<file path="src/rtl/fifo_burst_reader.sv">
// fifo_burst_reader
// Read-side consumer for the show-ahead dual-clock sample FIFO. Waits until a
// full burst is buffered, then streams exactly BURST_LEN words through a
// registered valid/ready stage toward the FX3 interface logic. Reports FIFO
// underrun (sticky) and a wrapping count of completed bursts.
// Everything here runs in the FIFO read clock domain.

module fifo_burst_reader #(
    parameter int DATA_WIDTH = 16,
    parameter int BURST_LEN  = 8192,   // 1..16383
    parameter int CNT_WIDTH  = 14
) (
    input  logic                  clock,
    input  logic                  nReset,
    input  logic                  enable,
    input  logic [DATA_WIDTH-1:0] fifo_q,
    input  logic                  fifo_rdempty,
    input  logic [CNT_WIDTH-1:0]  fifo_rdusedw,
    output logic                  fifo_rdreq,
    output logic [DATA_WIDTH-1:0] out_data,
    output logic                  out_valid,
    output logic                  out_last,
    input  logic                  out_ready,
    output logic                  burst_available,
    output logic                  underrun,
    output logic [15:0]           burst_count
);

    // Burst size and index of the final word, in counter width. BURST_LEN
    // never exceeds 2^CNT_WIDTH-1, so the counter never wraps.
    localparam logic [CNT_WIDTH-1:0] BURST_WORDS = CNT_WIDTH'(BURST_LEN);
    localparam logic [CNT_WIDTH-1:0] LAST_INDEX  = CNT_WIDTH'(BURST_LEN - 1);

    typedef enum logic [1:0] {
        ST_IDLE   = 2'd0,   // waiting for a full burst to be buffered
        ST_STREAM = 2'd1,   // popping words out of the FIFO
        ST_DRAIN  = 2'd2    // all words popped, waiting for the last to be taken
    } state_t;

    state_t               state;
    logic [CNT_WIDTH-1:0] issued;      // words popped in the current burst

    logic stage_free;    // output register can take a new word this cycle
    logic words_left;    // current burst still has words to pop
    logic burst_ready;   // a complete burst sits in the FIFO
    logic load;          // pop the FIFO head into the output register
    logic starve;        // wanted a word but the FIFO was empty
    logic accept;        // downstream takes the word held in out_data
    logic accept_last;   // downstream takes the final word of the burst

    // Handshake and pop qualification; the pop is combinational so a word
    // popped on an edge is registered on that same edge.
    assign stage_free  = !out_valid || out_ready;
    assign words_left  = (issued < BURST_WORDS);
    assign burst_ready = enable && (fifo_rdusedw >= BURST_WORDS);
    assign load        = (state == ST_STREAM) && words_left && !fifo_rdempty && stage_free;
    assign starve      = (state == ST_STREAM) && words_left &&  fifo_rdempty && stage_free;
    assign accept      = out_valid && out_ready;
    assign accept_last = accept && out_last;

    assign fifo_rdreq  = load;

    // Burst sequencing: state, word counter, burst_available and burst_count.
    always_ff @(posedge clock or negedge nReset) begin
        // NOTE: every register, including the counters, is cleared by the async
        // reset so an abandoned burst leaves no trace; state uses <= only so all
        // updates on an edge see the pre-edge values.
        if (!nReset) begin
            state           <= ST_IDLE;
            issued          <= '0;
            burst_available <= 1'b0;
            burst_count     <= '0;
        end else begin
            case (state)
                ST_IDLE: begin
                    // enable only gates the start; a running burst always completes
                    if (burst_ready) begin
                        state           <= ST_STREAM;
                        issued          <= '0;
                        burst_available <= 1'b1;
                    end
                end
                ST_STREAM: begin
                    if (load) begin
                        issued <= issued + CNT_WIDTH'(1);
                        if (issued == LAST_INDEX) begin
                            state <= ST_DRAIN;
                        end
                    end
                end
                ST_DRAIN: begin
                    if (accept_last) begin
                        state           <= ST_IDLE;
                        burst_available <= 1'b0;
                        burst_count     <= burst_count + 16'd1;
                    end
                end
                default: begin
                    state <= ST_IDLE;
                end
            endcase
        end
    end

    // Registered output stage: load a new word, hold under backpressure, or
    // empty out once the held word is taken with nothing to replace it.
    always_ff @(posedge clock or negedge nReset) begin
        if (!nReset) begin
            out_data  <= '0;
            out_valid <= 1'b0;
            out_last  <= 1'b0;
        end else if (load) begin
            out_data  <= fifo_q;
            out_valid <= 1'b1;
            out_last  <= (issued == LAST_INDEX);
        end else if (accept) begin
            // out_data keeps the old word; only the flags drop, so no stale
            // word or bubble is ever presented as valid
            out_valid <= 1'b0;
            out_last  <= 1'b0;
        end
    end

    // Sticky underrun flag: the FIFO ran dry while the burst still needed
    // words and the output stage could have taken one.
    always_ff @(posedge clock or negedge nReset) begin
        if (!nReset) begin
            underrun <= 1'b0;
        end else if (starve) begin
            underrun <= 1'b1;
        end
    end

endmodule
</file>
<file path="config.mk">
export PLATFORM = sky130hd
export DESIGN_NAME = fifo_burst_reader
export DESIGN_NICKNAME = d
export VERILOG_FILES = /design/src/rtl/fifo_burst_reader.sv
export SDC_FILE = /design/constraint.sdc
export NUM_CORES = 1
export LEC_CHECK = 0
export ABC_AREA = 1
export CORE_AREA = 2 2 84 86
export CTS_BUF_LIST = sky130_fd_sc_hd__clkbuf_4 sky130_fd_sc_hd__clkbuf_8
export CTS_CLUSTER_SIZE = 24
export DETAILED_ROUTE_END_ITERATION = 8
export DIE_AREA = 0 0 86 88
export GPL_TIMING_DRIVEN = 0
export PLACE_DENSITY = 0.68
export REMOVE_ABC_BUFFERS = 1
export SYNTH_ARGS = -nofsm -noshare
export SYNTH_HDL_FRONTEND = slang
export SYNTH_SLANG_ARGS = --single-unit
</file>
<file path="constraint.sdc">
create_clock -name clock -period 3.6 [get_ports clock]
set_clock_uncertainty 0.15 [all_clocks]
set_input_delay 0.36 -clock clock [delete_from_list [all_inputs] [get_ports clock]]
set_output_delay 0.36 -clock clock [all_outputs]
set_load 0.02 [all_outputs]
</file>
==> metrics.csv <==
metric,value,unit
achievable frequency,355,MHz
final count of pins violating max slew,0,
WP data required,3.09,ns
Die Height,88,um
status,"complete, no violations",
worst r2r dst,issued[4],
clk buf depth,2,
Nets,420,
WL/cell,11.6,um
vias per inst,4.67,
Reg power frac,49.2,%
actual slew at the worst max-slew pin,0.641,ns
Worst Hold Endpoint,underrun,
internal power,0.000977,W
setup ws final,0.785,ns
CTS tree,done,
Setup crit end kind,output pin,
R2R Path Start,state[1],
Yosys top cell by area,dfrtp_1,
Inst Count DP,455,
Crit Path Max Fanout,26,
HPWL after DPL,3950,um
Pwr Density,426,nW/um^2
largest net degree at the start of global routing,28,
Mapped Cells,320,
Tmin final,2.81,ns
Die W,86,um
#FFs+latches synth,52,
main combinational cell family by area after synthesis,simple AND/OR/NAND/NOR gates,
GPL Wtd Cong,0.821,
Synth Flop Type,dfrtp_1,
Post-synth EDFFs,0,
switching power,0.000463,W
main area contributors after synthesis,"dfrtp_1 50%, nand2_1 18%, nand3_1 5.0%, inv_1 4.6%, nor2_1 2.9%",
post-route ant nets,0,
Clk network pwr share,24.2,%
YS warnings,0,
"Async S/R FF share, synth",100,%
DRT Pass-1 Iters,4,
post-synthesis mux area share,0,%
Simple-Gate Fraction of Synth Area,35.0,%
via count,2167,
post-synthesis xor/xnor area fraction,3.69,%
Tcrit/Tclk final,78.2,%
Post-Synth Adder-Cell Area,0.958,%
dpl ws,1.00,ns
area share of the largest cell type after synthesis,49.8,%
HP Class,flip-flop to flip-flop,
Final setup viols,0,
first-pass GRT wire length,9400,um
All-Layer GR Usage,15.7,%
die area,7570,sq um
Starting Density,39.3,%
antenna diode instance count,0,
Syn-to-layout area delta,29.2,%
Final Hold Viols,0,
FP Rows,30,
Port-buffer cells,58,
clock sink count,52,
postcts setup bufs,0,
Crit Path Class,flip-flop to output pin,
unrepaired setup endpoints after global routing,no,
worst vdd ir,0.000273,V
Leak,1.66,nW
CORE AREA,6640,sq um
crit-path max cell delay,0.69,ns
grt ovf,0,
max-capacitance violation count,0,
Hold Startpoint,underrun,
crit path launch type,flip-flop,
number of CTS-inserted buffers,5,
CP cell instances,nor2_4 > nand3_4 > nor2_8 > clkdlybuf4s50_1,
sequential share of the synthesized area,49.8,%
highest-delay cell along the critical path,clkdlybuf4s50_1,
Gate power share,26.6,%
number of I/O pins,72,
Switching Share,32.1,%
r2r worst-path depth,6,
Worst-path clk slew,0.09,ns
DRC,0,
Syn Std Cell Area,2610,sq um
CTS H-tree depth,2,
drt first-iter violations,82,
Synth Area per Inst,8.16,sq um
hold-critical path depth,1,
share of cells above drive strength 1,8.59,%
"non-filler cells, final",464,
Rel. slew slack,57.3,%
Commonest cells post-synth,"127 x nand2_1, 52 x dfrtp_1, 32 x inv_1, 26 x nand3_1, 20 x nor2_1",
final wirelength,5380,um
most common cell in the netlist,nand2_1,
root buf cell,clkbuf_8,
crit path DAT,2.30,ns
antenna violations before repair,0,
setup TNS,0,ns
Reg2Reg Setup Slack,1.71,ns
library cells used by synthesis,29,
number of global-route vias before repair,2125,
Layout fillers,656,
post-synthesis compound-gate area fraction,4.26,%
clock latency on the worst-skew pair,0.31,ns
[kinds of logic after synthesis]
family,after synthesis
AO/OA/AOI/OAI,18
XOR/XNOR,11
buffers and inverters,38
AND/OR/NAND/NOR,199
flip-flops,52
adder cells (fa/ha/maj),2
[metrics by stage]
stage               cell area (sq um)  util (%)  power [W]  hold WS, ns
finish                           3380      50.8    0.00144        0.330
global route                     3380      50.8    0.00152        0.349
CTS                              3380      50.8    0.00146        0.338
detailed placement               3270      49.3    0.00111        0.272
global placement                 3260      49.0    0.00109        0.305
floorplan                        2580         -   0.000926      -0.0856
[power groups by stage]
stage,Clock [W],Combinational [W],Sequential (W)
final,0.000348,0.000383,0.000708
after global routing,0.000376,0.000430,0.000716
after detailed placement,0,0.000390,0.000716
after floorplan,0,0.000159,0.000767
after global placement,0,0.000379,0.000716
after CTS,0.000356,0.000391,0.000708
[critical path, delay by kind of cell, from the launching register on]
| family | cells | cell delay [ns] |
|---|---|---|
| buffers and inverters | 1 | 0.69 |
| flip-flops | 1 | 0.49 |
| AND/OR/NAND/NOR | 3 | 0.82 |
[layout make-up]
type	count	area, sq um	area share [%]
multi-input combinational	230	1150	34.0
sequential	52	1300	38.5
inverter	34	130	3.85
clock inverter	2	10.0	0.297
clock buffer	6	82.6	2.45
timing repair buffer	60	606	17.9
tap	80	100	2.97
[registers in the layout, summed over array words and instances, names as in the netlist]
name,cells
burst_count,16
out_data,16
issued,14
state,2
burst_available,1
out_last,1
out_valid,1
underrun,1
[metal layers]
metal,vias to the layer above,track usage [%],share of wire [%]
met5,-,0,0
met4,0,5.77,1.7
met3,7,4.05,5.7
met2,60,25.4,46
met1,978,20.3,47
li1,1122,-,-
[repair_timing]
item | CTS | global route
gates resized for setup | 0 | 0
hold buffers | 1 | 0
hold endpoints to repair | 26 | 0
[cells in the final DEF, fill, tap and decap left out]
cell type,n
nand4_1,3
clkdlybuf4s50_1,57
xor2_1,8
nor2_2,4
clkbuf_8,6
inv_4,1
nor3_1,5
nand3_4,2
nor2_8,2
or2_2,2
o21bai_1,4
nand2_1,127
nand2_2,3
nand4_2,1
ha_1,2
clkinv_2,2
xnor2_1,3
inv_1,32
nor2_1,20
o21ai_2,2
a31o_2,1
dfrtp_1,52
buf_2,1
nand3_1,26
o21ai_0,6
dlygate4sd3_1,1
inv_2,1
o21ai_1,2
a21oi_1,3
buf_12,1
nand3_2,1
nor2_4,3
[worst max-delay path by stage]
stage / startpoint / endpoint
finish: state[1] / fifo_rdreq
global route: state[1] / fifo_rdreq
CTS: state[1] / fifo_rdreq
detailed placement: fifo_rdempty / fifo_rdreq
global placement: nReset / burst_count[5]
floorplan: state[1] / issued[4]
Note: power is estimated with default switching activity, not from simulation.
==> RTL change, RTL diff (same settings) <==
Encoding of `state_t`: now one-hot (3 bits for 3 states).
--- a/src/rtl/fifo_burst_reader.sv
+++ b/src/rtl/fifo_burst_reader.sv
@@ -33,6 +33,6 @@
 
-    typedef enum logic [1:0] {
-        ST_IDLE   = 2'd0,   // waiting for a full burst to be buffered
-        ST_STREAM = 2'd1,   // popping words out of the FIFO
-        ST_DRAIN  = 2'd2    // all words popped, waiting for the last to be taken
+    typedef enum logic [2:0] {
+        ST_IDLE   = 3'b001,   // waiting for a full burst to be buffered
+        ST_STREAM = 3'b010,   // popping words out of the FIFO
+        ST_DRAIN  = 3'b100    // all words popped, waiting for the last to be taken
     } state_t;
Behaviour: same outputs for any inputs over 10 cycles, from zero or initial values and one cycle with nReset low; not proved beyond that.
==> RTL change against the unedited design <==
Cell area is 5.5% higher; clock power up 36%; sequential cell count up 1; sequential power increased by 11%; critical path type is now in -> out; sequential share of layout area fell by 1.3 points; total power increased by 35%; routed wire length grew 15%; worst setup slack got worse by 0.56 ns; synthesized area is 5.7% higher.
==> RTL change: results (changes against the unedited design) <==
MIN_DELAY_WORST_ENDPOINT='underrun'  # unchanged
SYNTH_SEQUENTIAL_AREA_RATIO=0.4810  # was 0.4981
SYNTH.LIB_CELLS_USED.DISTINCT=27  # was 29
CP.ARRIVAL_NS=2.86  # was 2.30 ns
ROUTE.DETAILED.WL_PER_INST_UM=12.13  # was 11.59 um
TIMING.CRITICAL_PATH.FROM='out_ready'  # was state[1]
LAUNCH_POINT_OF_THE_WORST_REG_TO_REG_PATH='state[2]'  # was state[1]
ACHIEVABLE-FREQUENCY_GHz=0.2963  # was 0.3553 GHz
CELL_TOTAL_AFTER_PLACEMENT=500  # was 455
YS_TOP_CELLS_BY_COUNT='179 x sky130_fd_sc_hd__nand2_1, 52 x sky130_fd_sc_hd__dfrtp_1, 36 x sky130_fd_sc_hd__nor2_1'  # was 127 x sky130_fd_sc_hd__nand2_1, 52 x sky130_fd_sc_hd__dfrtp_1, 32 x sky130_fd_sc_hd__inv_1
STATUS='complete, no violations'  # unchanged
POST_SYNTH_MAIN_AREA_CONTRIBUTORS='sky130_fd_sc_hd__dfrtp_1 47%, sky130_fd_sc_hd__nand2_1 24%, sky130_fd_sc_hd__nor2_1 4.9%, sky130_fd_sc_hd__inv_1 3.7%, sky130_fd_sc_hd__nand3_1 3.3%'  # was sky130_fd_sc_hd__dfrtp_1 50%, sky130_fd_sc_hd__nand2_1 18%, sky130_fd_sc_hd__nand3_1 5.0%, sky130_fd_sc_hd__inv_1 4.6%, sky130_fd_sc_hd__nor2_1 2.9%
ROUTE.DETAILED.VIAS_PER_INST=4.747  # was 4.670
NUM-FILL-CELLS=637  # was 656
PLACE_AREA_SQ_MM=0.003413  # was 0.003273 sq mm
POST_ROUTE_CELLS_DRIVE_ABOVE_1_SHARE=0.05361  # was 0.08594
GRT_MAX_DEGREE=39  # was 28
PRE_CTS_SETUP_SLACK_NS=-0.02388  # was 1.002 ns
GRT_PASS1_WL_MM=10.63  # was 9.397 mm
MAXSLEWHEADROOM=0.5493  # was 0.5728
CELL_COUNT_AFTER_SYNTHESIS=367  # was 320
R2R-END='state[1]'  # was issued[4]
LEAKAGE_POWER_nW=1.661  # was 1.663 nW
DRT_FIRST_ITER_VIOLATIONS=126  # was 82
NUMBER_OF_BUFFERS_CREATED_BY_CTS=5  # unchanged
HOLD_WS_NS=0.3356  # was 0.3300 ns
GP_ROUTABILITY_CONGESTION=0.8257  # was 0.8211
POSTROUTEWIRELENGTH_MM=6.172  # was 5.377 mm
NETS=465  # was 420
REG2REG_SLACK_NS=1.11  # was 1.71 ns
## RTL change: where the power goes
group          total (mW)  internal (mW)  switching [mW]
Sequential          0.784          0.713          0.0706
Combinational       0.689          0.285           0.404
Clock               0.472          0.276           0.196
## RTL change: timing repair
item	in CTS	in global routing
setup buffers	0	0
hold endpoints to repair	15	0
resized for setup	1	0
hold buffers	1	0
endpoints found under the setup margin	1	0
## RTL change: cell families after synthesis
kind of cell,after synthesis,synth area share
flip-flops,53,0.4810
AND/OR/NAND/NOR,254,0.3826
AO/OA/AOI/OAI,9,0.02811
XOR/XNOR,14,0.04443
adder cells (fa/ha/maj),2,0.009065
buffers and inverters,35,0.05485
## RTL change: worst max-delay path: stages
cell	delay [ns]
sky130_fd_sc_hd__clkdlybuf4s50_1	0.50
sky130_fd_sc_hd__inv_1	0.05
sky130_fd_sc_hd__nand2_1	0.11
sky130_fd_sc_hd__nand4_2	0.56
sky130_fd_sc_hd__clkinvlp_4	0.61
sky130_fd_sc_hd__clkdlybuf4s50_1	0.68
## RTL change: per-layer routing
layer,vias to the layer above,part of all wire,track usage
met1,1122,0.48,0.2357
met5,-,0,0
li1,1256,-,-
met4,0,0.0078,0.03463
met2,34,0.48,0.2939
met3,4,0.027,0.03016
## RTL change: layout make-up
cell class                      instances  area, sq um  share of cell area
Clock buffer                            5        68.82             0.01933
Clock inverter                          3        65.06             0.01827
Sequential cell                        53         1328              0.3728
Inverter                               29        112.6             0.03162
Multi-Input combinational cell        279         1281              0.3598
Timing Repair Buffer                   60        605.6              0.1701
Tap cell                               80        100.1             0.02811
